### config.mk
export PLATFORM = sky130hd
export DESIGN_NAME = onehot_grant_scheduler
export DESIGN_NICKNAME = d
export VERILOG_FILES = /design/src/rtl/onehot_grant_scheduler_pkg.sv /design/src/rtl/onehot_grant_scheduler_decoder.sv /design/src/rtl/onehot_grant_scheduler.sv
export SDC_FILE = /design/constraint.sdc
export NUM_CORES = 1
export LEC_CHECK = 0
export CAP_MARGIN = 20
export CORE_MARGIN = 10
export CORE_UTILIZATION = 59
export CTS_BUF_LIST = sky130_fd_sc_hd__clkbuf_8
export DETAILED_ROUTE_END_ITERATION = 16
export PLACE_DENSITY_LB_ADDON = 0.15
export SLEW_MARGIN = 10
export SYNTH_ARGS = -nofsm -noshare
export SYNTH_HDL_FRONTEND = slang
export SYNTH_HIERARCHICAL = 1
export SYNTH_SLANG_ARGS = --single-unit
export TNS_END_PERCENT = 1
### constraint.sdc
create_clock -name clk -period 5.2 [get_ports clk]
set_input_delay 1.04 -clock clk [delete_from_list [all_inputs] [get_ports clk]]
set_output_delay 1.04 -clock clk [all_outputs]
set_load 0.05 [all_outputs]
### src/rtl/onehot_grant_scheduler_pkg.sv
`default_nettype none
// ============================================================================
// Module      : onehot_grant_scheduler_pkg
// Description : Shared types and helpers for the one-hot grant scheduler.
//               Holds the scheduler state encoding, a one-hot decode helper
//               and the round-robin pick function.
// Ports       : none (package)
// Revision    : 1.0 - initial release
// ============================================================================
package onehot_grant_scheduler_pkg;

  // Helpers work on a fixed maximum width so they can serve any IW below
  // C_MAX_IW. Callers zero-extend their inputs and use the low bits of the
  // results.
  localparam int C_MAX_IW = 6;
  localparam int C_MAX_N  = 1 << C_MAX_IW;

  typedef enum logic [1:0] {
    ST_IDLE  = 2'd0,
    ST_GRANT = 2'd1,
    ST_GAP   = 2'd2
  } state_t;

  typedef struct packed {
    logic                found;
    logic [C_MAX_IW-1:0] idx;
  } pick_t;

  function automatic logic [C_MAX_N-1:0] onehot(input logic [C_MAX_IW-1:0] idx);
    logic [C_MAX_N-1:0] res;
    res      = '0;
    res[idx] = 1'b1;
    return res;
  endfunction

  // First requester found searching ptr, ptr+1, ... modulo (mask+1).
  // The loop runs from the farthest offset down to offset 0 so that the
  // nearest requester is the last one written and therefore wins.
  function automatic pick_t rr_pick(input logic [C_MAX_N-1:0]  req,
                                    input logic [C_MAX_IW-1:0] ptr,
                                    input logic [C_MAX_IW-1:0] mask);
    pick_t               res;
    logic [C_MAX_IW-1:0] cand;
    res.found = 1'b0;
    res.idx   = '0;
    for (int k = C_MAX_N - 1; k >= 0; k--) begin
      cand = (ptr + C_MAX_IW'(k)) & mask;
      if (req[cand]) begin
        res.found = 1'b1;
        res.idx   = cand;
      end
    end
    return res;
  endfunction

endpackage
`default_nettype wire

### src/rtl/onehot_grant_scheduler_decoder.sv
`default_nettype none
// ============================================================================
// Module      : onehot_idx_decoder
// Description : Combinational IW-to-N one-hot decoder with enable. Output is
//               all-zero when disabled.
// Ports       : idx        - binary index in
//               en         - decode enable
//               onehot_out - N-bit one-hot (or zero) out
// Revision    : 1.0 - initial release
// ============================================================================
module onehot_idx_decoder
  import onehot_grant_scheduler_pkg::*;
#(
  parameter int unsigned IW = 3
) (
  input  logic [IW-1:0]       idx,
  input  logic                en,
  output logic [(2**IW)-1:0]  onehot_out
);

  localparam int unsigned N = 1 << IW;

  logic [C_MAX_N-1:0] w_full;
  logic               w_unused_hi;

  assign w_full      = onehot(C_MAX_IW'(idx));
  assign onehot_out  = en ? w_full[N-1:0] : '0;
  // Upper decode bits are never set for a valid IW-bit index.
  assign w_unused_hi = |w_full[C_MAX_N-1:N];

endmodule
`default_nettype wire

### src/rtl/onehot_grant_scheduler.sv
`default_nettype none
// ============================================================================
// Module      : onehot_grant_scheduler
// Description : Round-robin scheduler sharing one enabled one-hot decoder
//               among N = 2**IW requesters. Each owner holds the grant for at
//               most MAX_HOLD cycles (0 = unlimited), and every tenure is
//               followed by one dead GAP cycle for decoder turnaround.
// Ports       : clk         - rising-edge clock
//               rst         - synchronous reset, active-low
//               enable      - global enable, low forces grants to zero
//               req         - per-requester level request
//               grant       - registered one-hot grant
//               grant_idx   - binary owner index, holds when idle
//               grant_valid - high when grant is non-zero
//               preempt     - one-cycle pulse when tenure ends by expiry
// Revision    : 1.0 - initial release
// ============================================================================
module onehot_grant_scheduler
  import onehot_grant_scheduler_pkg::*;
#(
  parameter int unsigned IW       = 3,
  parameter int unsigned MAX_HOLD = 4
) (
  input  logic               clk,
  input  logic               rst,
  input  logic               enable,
  input  logic [(2**IW)-1:0] req,
  output logic [(2**IW)-1:0] grant,
  output logic [IW-1:0]      grant_idx,
  output logic               grant_valid,
  output logic               preempt
);

  localparam int unsigned N  = 1 << IW;
  localparam int unsigned HW = (MAX_HOLD == 0) ? 1 : $clog2(MAX_HOLD + 1);
  localparam logic [HW-1:0] C_HOLD_LAST = HW'((MAX_HOLD == 0) ? 0 : MAX_HOLD - 1);

  state_t         r_state;
  state_t         w_next_state;
  logic [IW-1:0]  r_ptr;
  logic [IW-1:0]  w_next_ptr;
  logic [HW-1:0]  r_hold_cnt;
  logic [HW-1:0]  w_next_hold;
  logic [IW-1:0]  w_next_idx;
  logic           w_next_valid;
  logic           w_next_preempt;
  logic [N-1:0]   w_next_grant;

  pick_t          w_pick;
  logic           w_win;
  logic [IW-1:0]  w_win_idx;
  logic           w_drop;
  logic           w_expire;
  logic           w_unused_pick;

  // Arbitration, shared by IDLE and GAP.
  assign w_pick        = rr_pick(C_MAX_N'(req), C_MAX_IW'(r_ptr), C_MAX_IW'(N - 1));
  assign w_win         = enable && (|req) && w_pick.found;
  assign w_win_idx     = w_pick.idx[IW-1:0];
  assign w_unused_pick = |w_pick.idx[C_MAX_IW-1:IW];

  // Tenure-ending conditions while in GRANT. A drop (enable low or owner
  // request gone) outranks expiry for preempt reporting.
  assign w_drop   = !enable || !req[grant_idx];
  assign w_expire = (MAX_HOLD != 0) && (r_hold_cnt == C_HOLD_LAST);

  // State register (also holds all registered outputs).
  always_ff @(posedge clk) begin
    if (!rst) begin
      r_state     <= ST_IDLE;
      r_ptr       <= '0;
      r_hold_cnt  <= '0;
      grant_idx   <= '0;
      grant       <= '0;
      grant_valid <= 1'b0;
      preempt     <= 1'b0;
    end else begin
      r_state     <= w_next_state;
      r_ptr       <= w_next_ptr;
      r_hold_cnt  <= w_next_hold;
      grant_idx   <= w_next_idx;
      grant       <= w_next_grant;
      grant_valid <= w_next_valid;
      preempt     <= w_next_preempt;
    end
  end

  // Next-state logic.
  always_comb begin
    w_next_state = r_state;
    case (r_state)
      ST_IDLE:  if (w_win) w_next_state = ST_GRANT;
      ST_GRANT: if (w_drop || w_expire) w_next_state = ST_GAP;
      ST_GAP:   w_next_state = w_win ? ST_GRANT : ST_IDLE;
      default:  w_next_state = ST_IDLE;
    endcase
  end

  // Output logic: values the output registers take at the next edge.
  always_comb begin
    w_next_idx     = grant_idx;
    w_next_valid   = 1'b0;
    w_next_preempt = 1'b0;
    w_next_ptr     = r_ptr;
    w_next_hold    = r_hold_cnt;
    case (r_state)
      ST_IDLE, ST_GAP: begin
        if (w_win) begin
          w_next_idx   = w_win_idx;
          w_next_valid = 1'b1;
          w_next_hold  = '0;
        end
      end
      ST_GRANT: begin
        if (w_drop || w_expire) begin
          w_next_ptr     = grant_idx + 1'b1;
          w_next_preempt = w_expire && !w_drop;
        end else begin
          w_next_valid = 1'b1;
          w_next_hold  = (r_hold_cnt == '1) ? r_hold_cnt : r_hold_cnt + 1'b1;
        end
      end
      default: ;
    endcase
  end

  onehot_idx_decoder #(
    .IW (IW)
  ) u_dec (
    .idx        (w_next_idx),
    .en         (w_next_valid),
    .onehot_out (w_next_grant)
  );

endmodule
`default_nettype wire
==> flow_metrics.py, run 1 <==
metrics = {
    "route": {
        "dr.first_iter.drc_count": 151,
        "wl_per_cell_um": 18.60,
        "drc": 0,
        "drt_first_pass_iters": 4,
        "vias_per_cell": 6.669,
        "vias": 1914,
        "ant_nets": 0,
        "wirelength_um": 5339,
    },
    "cells_and_area": {
        "n_antenna_cell": 0,
        "synthToLayoutAreaGrowth_pct": 11.38,
        "final_nets": 257,
        "drive_gt1_frac": 0.1925,
    },
    "grt": {
        "grt_use_total": 0.1684,
        "grt_antenna_before_repair": 0,
        "grt_max_degree": 28,
        "grt-ovfl-total": 0,
        "grt_pass1_vias": 1842,
        "grt_pass1_wl_um": 9073,
    },
    "cts": {
        "cts-root-buf": "clkbuf_8",
        "clk_pin_slew_ns": 0.07,
        "clk_latency_ns": 0.26,
        "cts_resized": 0,
        "post_cts_buffers": 0,
        "cts_buffers": 3,
        "cts_tree": "done",
        "cts_hold_buf": 0,
        "cts.sinks": 21,
        "cts_max_path_buffers": 2,
        "cts_max_level": 1,
    },
    "logic_synthesis": {
        "synth_flop_cell": "dfxtp_1",
        "yosys.area.top_type": "dfxtp_1",
        "synth_top_area_share": 0.1931,
        "ys_seq_area_frac": 0.1931,
        "synth_top_cells_by_count": "dfxtp_1, nor2_1, mux2i_1",
        "synthCells": 228,
        "syn_area_mm2": 0.002177,
        "synth_edf_count": 0,
        "synth_cell_type_count": 65,
        "synth_most_common_cell": "dfxtp_1",
        "ys_seq_elements": 21,
        "avgSynthCellArea_um2": 9.549,
        "ys_top_cells_by_area": "dfxtp_1, mux4_2, mux2i_1, and2_1, ha_1",
        "ys_async_sr_fraction": 0,
        "yosys_warnings": 6,
        "syn_nets": 245,
    },
    "worst_setup_path": {
        "crit_arrival_ns": 4.64,
        "cpMaxStageDelayCell": "ha_1",
        "crit_required_ns": 5.35,
        "path_common_cell": "mux2i_1",
        "cp-end-kind": "flip-flop",
        "worstPathMaxFanout": 18,
        "crit_chain": "inv_1 > ha_1 > buf_4 > mux2i_1 > mux2i_1 > a211o_1 > o311ai_1 > a41o_1 > a211oi_1 > a21oi_1 > and4bb_2 > and2_1",
        "startpoint_type": "flip-flop",
        "crit_type": "flip-flop to flip-flop",
        "max_stage_delay_ns": 0.82,
    },
    "die": {
        "io_pins": 24,
        "die_area_mm2": 0.006520,
        "die_y_um": 80.75,
        "rows": 22,
        "core-area_mm2": 0.003606,
        "start_util": 0.6037,
        "die_w_um": 80.75,
    },
    "pwr": {
        "static-leakage-power_uw": 0.0008381,
        "seqPwrFrac": 0.317,
        "powerDensity_mw_per_mm2": 237.9,
        "switching_power_uw": 227.4,
        "ir_worst_vdd_uv": 117.7,
        "pwr-share-comb": 0.501,
        "sw_frac_of_total": 0.3942,
        "power_frac_clock": 0.182,
        "p_int_uw": 349.4,
        "fin_total_pwr_uw": 576.8,
    },
    "sta": {
        "min_period_ns": 4.490,
        "tns_ns": 0,
        "fmax_mhz": 222.7,
        "rsz0062_at_grt": "false",
        "hold_violations": 0,
        "skew_ns": 0.004159,
        "tightest_slew_ns": 0.9765,
        "fin_crit_sh": 0.8635,
        "slew_headroom": 0.3481,
        "slew_viol_final": 0,
        "finalSetupViolCount": 0,
    },
    "place": {
        "dp_hpwl_um": 4060,
        "place.gp.congestion": 0.9590,
        "io_buffers": 23,
    },
    "run": {
        "max_cap_violations": 0,
    },
    "outcome": {
        "outcome": "finished clean",
    },
    "hold_path": {
        "min_path_type": "flip-flop to flip-flop",
    },
}
metrics by stage:
stage	instances	area, um2	hold slack [ns]	setup slack (ns)	utilization
after floorplan	228	2177	0.4507	1.550	-
after global placement	283	2379	0.4637	0.9445	0.6596
after detailed placement	283	2379	0.4984	0.7655	0.6596
after CTS	287	2425	0.5127	0.7703	0.6725
after global routing	287	2425	0.5634	0.3313	0.6725
final	287	2425	0.5046	0.7096	0.6725
power by group through the flow:
stage               clock network (uW)  logic [uW]  registers, uW
floorplan                            0         216            197
global placement                     0         280            186
detailed placement                   0         286            187
CTS                                109         287            183
global route                       117         314            185
finish                             105         289            183
layer usage:
layer | share of wire | GRT usage | wire [um] | up-vias
li1 | - | - | - | 904
met1 | 0.44 | 0.2353 | 2367 | 940
met2 | 0.48 | 0.2604 | 2559 | 62
met3 | 0.063 | 0.02980 | 337 | 8
met4 | 0.014 | 0.04671 | 74 | 0
met5 | 0 | 0 | 0 | -
cell families after synthesis:
| kind of cell | Yosys count | share of synthesized area |
|---|---|---|
| mux | 39 | 0.2626 |
| simple gates | 72 | 0.2092 |
| flops | 21 | 0.1931 |
| fa+ha+maj | 6 | 0.03448 |
| compound gates | 57 | 0.2058 |
| xor+xnor | 4 | 0.02817 |
| buf+inv | 29 | 0.06666 |
cell usage in the layout, fill, tap and decap left out, drive strengths merged, types with 4 or more instances in the layout:
master / netlist / routed
o21ai: 4 / 4
nor3: 9 / 9
and2: 15 / 15
a221oi: 5 / 5
dfxtp: 21 / 21
ha: 6 / 6
mux2i: 14 / 14
nor2: 16 / 16
inv: 10 / 10
mux2: 12 / 12
a21oi: 14 / 14
nand2: 7 / 7
a211oi: 11 / 11
mux4: 13 / 13
clkdlybuf4s50: 0 / 23
state kept, by name (all words and copies together), names as in the netlist:
name and cells:
grant 8, grant_idx 3, r_hold_cnt 3, r_ptr 3, r_state 2, grant_valid 1, preempt 1
worst max-delay path, delay by kind of cell (launching register included):
| kind | cells | cell delay, ns |
|---|---|---|
| AOI/OAI and AO/OA | 5 | 1.34 |
| adders and majority gates | 1 | 0.82 |
| buffers and inverters | 2 | 0.64 |
| DFF | 1 | 0.69 |
| muxes | 2 | 0.43 |
| and+or+nand+nor | 2 | 0.44 |
final cells by class:
type                            instances  area [um2]
Multi-Input combinational cell        178        1612
Fill cell                             304        1181
Sequential cell                        21       420.4
Timing Repair Buffer                   25       245.2
Tap cell                               48       60.06
Clock buffer                            3       41.29
Inverter                               11       41.29
Clock inverter                          1       5.005
worst paths after layout:
kind | slack (ns) | to | startpoint | cells after the start
worst max-delay path | 0.71 | grant[4] | r_ptr[1] | 12
worst min-delay path | 0.50 | r_hold_cnt[1] | r_hold_cnt[1] | 2
worst max register to register | 0.71 | grant[4] | r_ptr[1] | 12
worst min register to register | 0.50 | r_hold_cnt[1] | r_hold_cnt[1] | 2
No activity file was read; power rests on OpenSTA's default activity.
==> inputs of run 2 (changes only) <==
Settings changed: CORE_UTILIZATION 59 to 53.
Clock period 5.2 ns to 4 ns, I/O delays scaled along.
==> flow_metrics.py, run 2 (synthesis gave the netlist of run 1 again) <==
metrics = {
    "worst_setup_path": {
        "startpoint_type": "flip-flop",
        "regToRegSetupSlack_ns": 0.36,
        "crit_end": "grant[2]",
        "crit_start": "r_ptr[0]",
        "cp-end-kind": "flip-flop",
        "timing.rr.start": "r_ptr[0]",
        "reg2reg_depth": 12,
        "worstPathMaxFanout": 22,
        "crit_required_ns": 4.15,
        "crit_arrival_ns": 3.79,
        "crit_type": "flip-flop to flip-flop",
        "crit_chain": "inv_1 > ha_1 > buf_4 > mux2_2 > mux4_2 > o22a_1 > o21ai_1 > a41o_1 > a211oi_1 > a21oi_1 > and4bb_2 > and2_1",
        "rr_endpoint": "grant[2]",
        "cpMaxStageDelayCell": "mux4_2",
        "max_stage_delay_ns": 0.56,
    },
    "grt": {
        "grt_use_total": 0.1451,
        "grt_pass1_vias": 1842,
        "grt_pass1_wl_um": 9032,
        "grt_max_degree": 23,
        "grt_antenna_before_repair": 0,
        "grt-ovfl-total": 0,
    },
    "cells_and_area": {
        "n_antenna_cell": 0,
        "synthToLayoutAreaGrowth_pct": 13.51,
        "largest_reg_flops": 8,
        "n_fill_cell": 345,
        "drive_gt1_frac": 0.2082,
        "layout_commonest_cell": "clkdlybuf4s50_1",
        "regMostFlops": "grant",
        "utilization": 0.6178,
        "instances_no_fill": 295,
        "mostFrequentLayoutCells": "clkdlybuf4s50_1, dfxtp_1, nor2_1",
        "final_nets": 263,
    },
    "cts": {
        "cts.sinks": 21,
        "cts-root-buf": "clkbuf_8",
        "post_cts_buffers": 0,
        "cts_buffers": 3,
        "cts_max_level": 1,
        "clk_pin_slew_ns": 0.08,
        "cts_tree": "done",
        "cts_hold_buf": 0,
        "cts_max_path_buffers": 2,
        "clk_latency_ns": 0.25,
        "cts_resized": 0,
    },
    "die": {
        "io_pins": 24,
        "start_util": 0.5443,
        "die_area_mm2": 0.007071,
        "rows": 23,
        "die_w_um": 84.09,
        "die_y_um": 84.09,
        "core-area_mm2": 0.004000,
    },
    "route": {
        "vias_per_cell": 6.397,
        "drt_first_pass_iters": 5,
        "wl_per_cell_um": 17.50,
        "vias": 1887,
        "drc": 0,
        "ant_nets": 0,
        "dr.first_iter.drc_count": 290,
        "wirelength_um": 5162,
    },
    "sta": {
        "finalSetupViolCount": 0,
        "min_period_ns": 3.643,
        "tightest_slew_ns": 0.7942,
        "slew_headroom": 0.4698,
        "fmax_mhz": 274.5,
        "rsz0062_at_grt": "false",
        "fin_crit_sh": 0.9109,
        "fin_ws_ns": 0.3565,
        "hold_violations": 0,
        "slew_viol_final": 0,
        "tns_ns": 0,
        "skew_ns": 0.002616,
    },
    "place": {
        "place_ws_ns": 0.1213,
        "io_buffers": 23,
        "placedCellCount": 291,
        "dp_hpwl_um": 4000,
        "place.gp.congestion": 0.8998,
    },
    "pwr": {
        "sw_frac_of_total": 0.3930,
        "fin_total_pwr_uw": 756.0,
        "pwr-share-comb": 0.511,
        "switching_power_uw": 297.1,
        "ir_worst_vdd_uv": 230.1,
        "powerDensity_mw_per_mm2": 305.9,
        "seqPwrFrac": 0.312,
        "p_int_uw": 458.9,
        "static-leakage-power_uw": 0.0008693,
        "power_frac_clock": 0.177,
    },
    "hold_path": {
        "min_path_type": "flip-flop to flip-flop",
    },
    "run": {
        "max_cap_violations": 0,
    },
    "outcome": {
        "outcome": "finished clean",
    },
}
==> run 2: cell count changes in the layout (fill, tap and decap cells not counted), sizes merged <==
cell,previous run,this run
inv,10,11
buf,2,8
clkinv,2,1
==> run 2: worst min-delay path by stage <==
stage          cells past startpoint          start             to
4_1_cts                            2  r_hold_cnt[1]  r_hold_cnt[1]
3_5_place_dp                       2  r_hold_cnt[1]  r_hold_cnt[1]
5_1_grt                            2  r_hold_cnt[1]  r_hold_cnt[1]
2_1_floorplan                      2  r_hold_cnt[1]  r_hold_cnt[1]
3_3_place_gp                       2  r_hold_cnt[1]  r_hold_cnt[1]
6_report                           2  r_hold_cnt[1]  r_hold_cnt[1]
==> run 2: critical path: cells and delay by family, from the launching register on <==
kind | cells | cell delay (ns)
AOI/OAI and AO/OA | 5 | 1.01
muxes | 2 | 0.92
and+or+nand+nor | 2 | 0.45
buffers and inverters | 2 | 0.42
DFF | 1 | 0.42
adders and majority gates | 1 | 0.30
==> run 2: power groups by stage <==
| stage | logic [uW] | registers [uW] | clock network (uW) |
|---|---|---|---|
| 2_1_floorplan | 281 | 256 | 0 |
| 3_3_place_gp | 379 | 240 | 0 |
| 3_5_place_dp | 379 | 241 | 0 |
| 4_1_cts | 381 | 236 | 139 |
| 5_1_grt | 419 | 238 | 144 |
| 6_report | 386 | 236 | 134 |
==> run 2: area by class of cell <==
cell class,instances,area [um2],area share
Inverter,11,41.29,0.01671
Clock inverter,1,3.754,0.001519
Multi-Input combinational cell,178,1612,0.6522
Tap cell,50,62.56,0.02532
Clock buffer,3,41.29,0.01671
Timing Repair Buffer,31,290.3,0.1175
Sequential cell,21,420.4,0.1701
==> run 2: stage by stage <==
stage	hold WS [ns]	instance area [um2]
finish	0.4876	2471
global route	0.5206	2471
CTS	0.4926	2471
detailed placement	0.4789	2426
global placement	0.4690	2426
floorplan	0.4507	2177
==> run 2: per-layer routing <==
metal / up-vias / wire [um] / global-route usage
met5: - / 0 / 0
met4: 0 / 45 / 0.02131
met3: 7 / 311 / 0.03809
met2: 60 / 2310 / 0.2172
met1: 905 / 2495 / 0.2042
li1: 915 / - / -
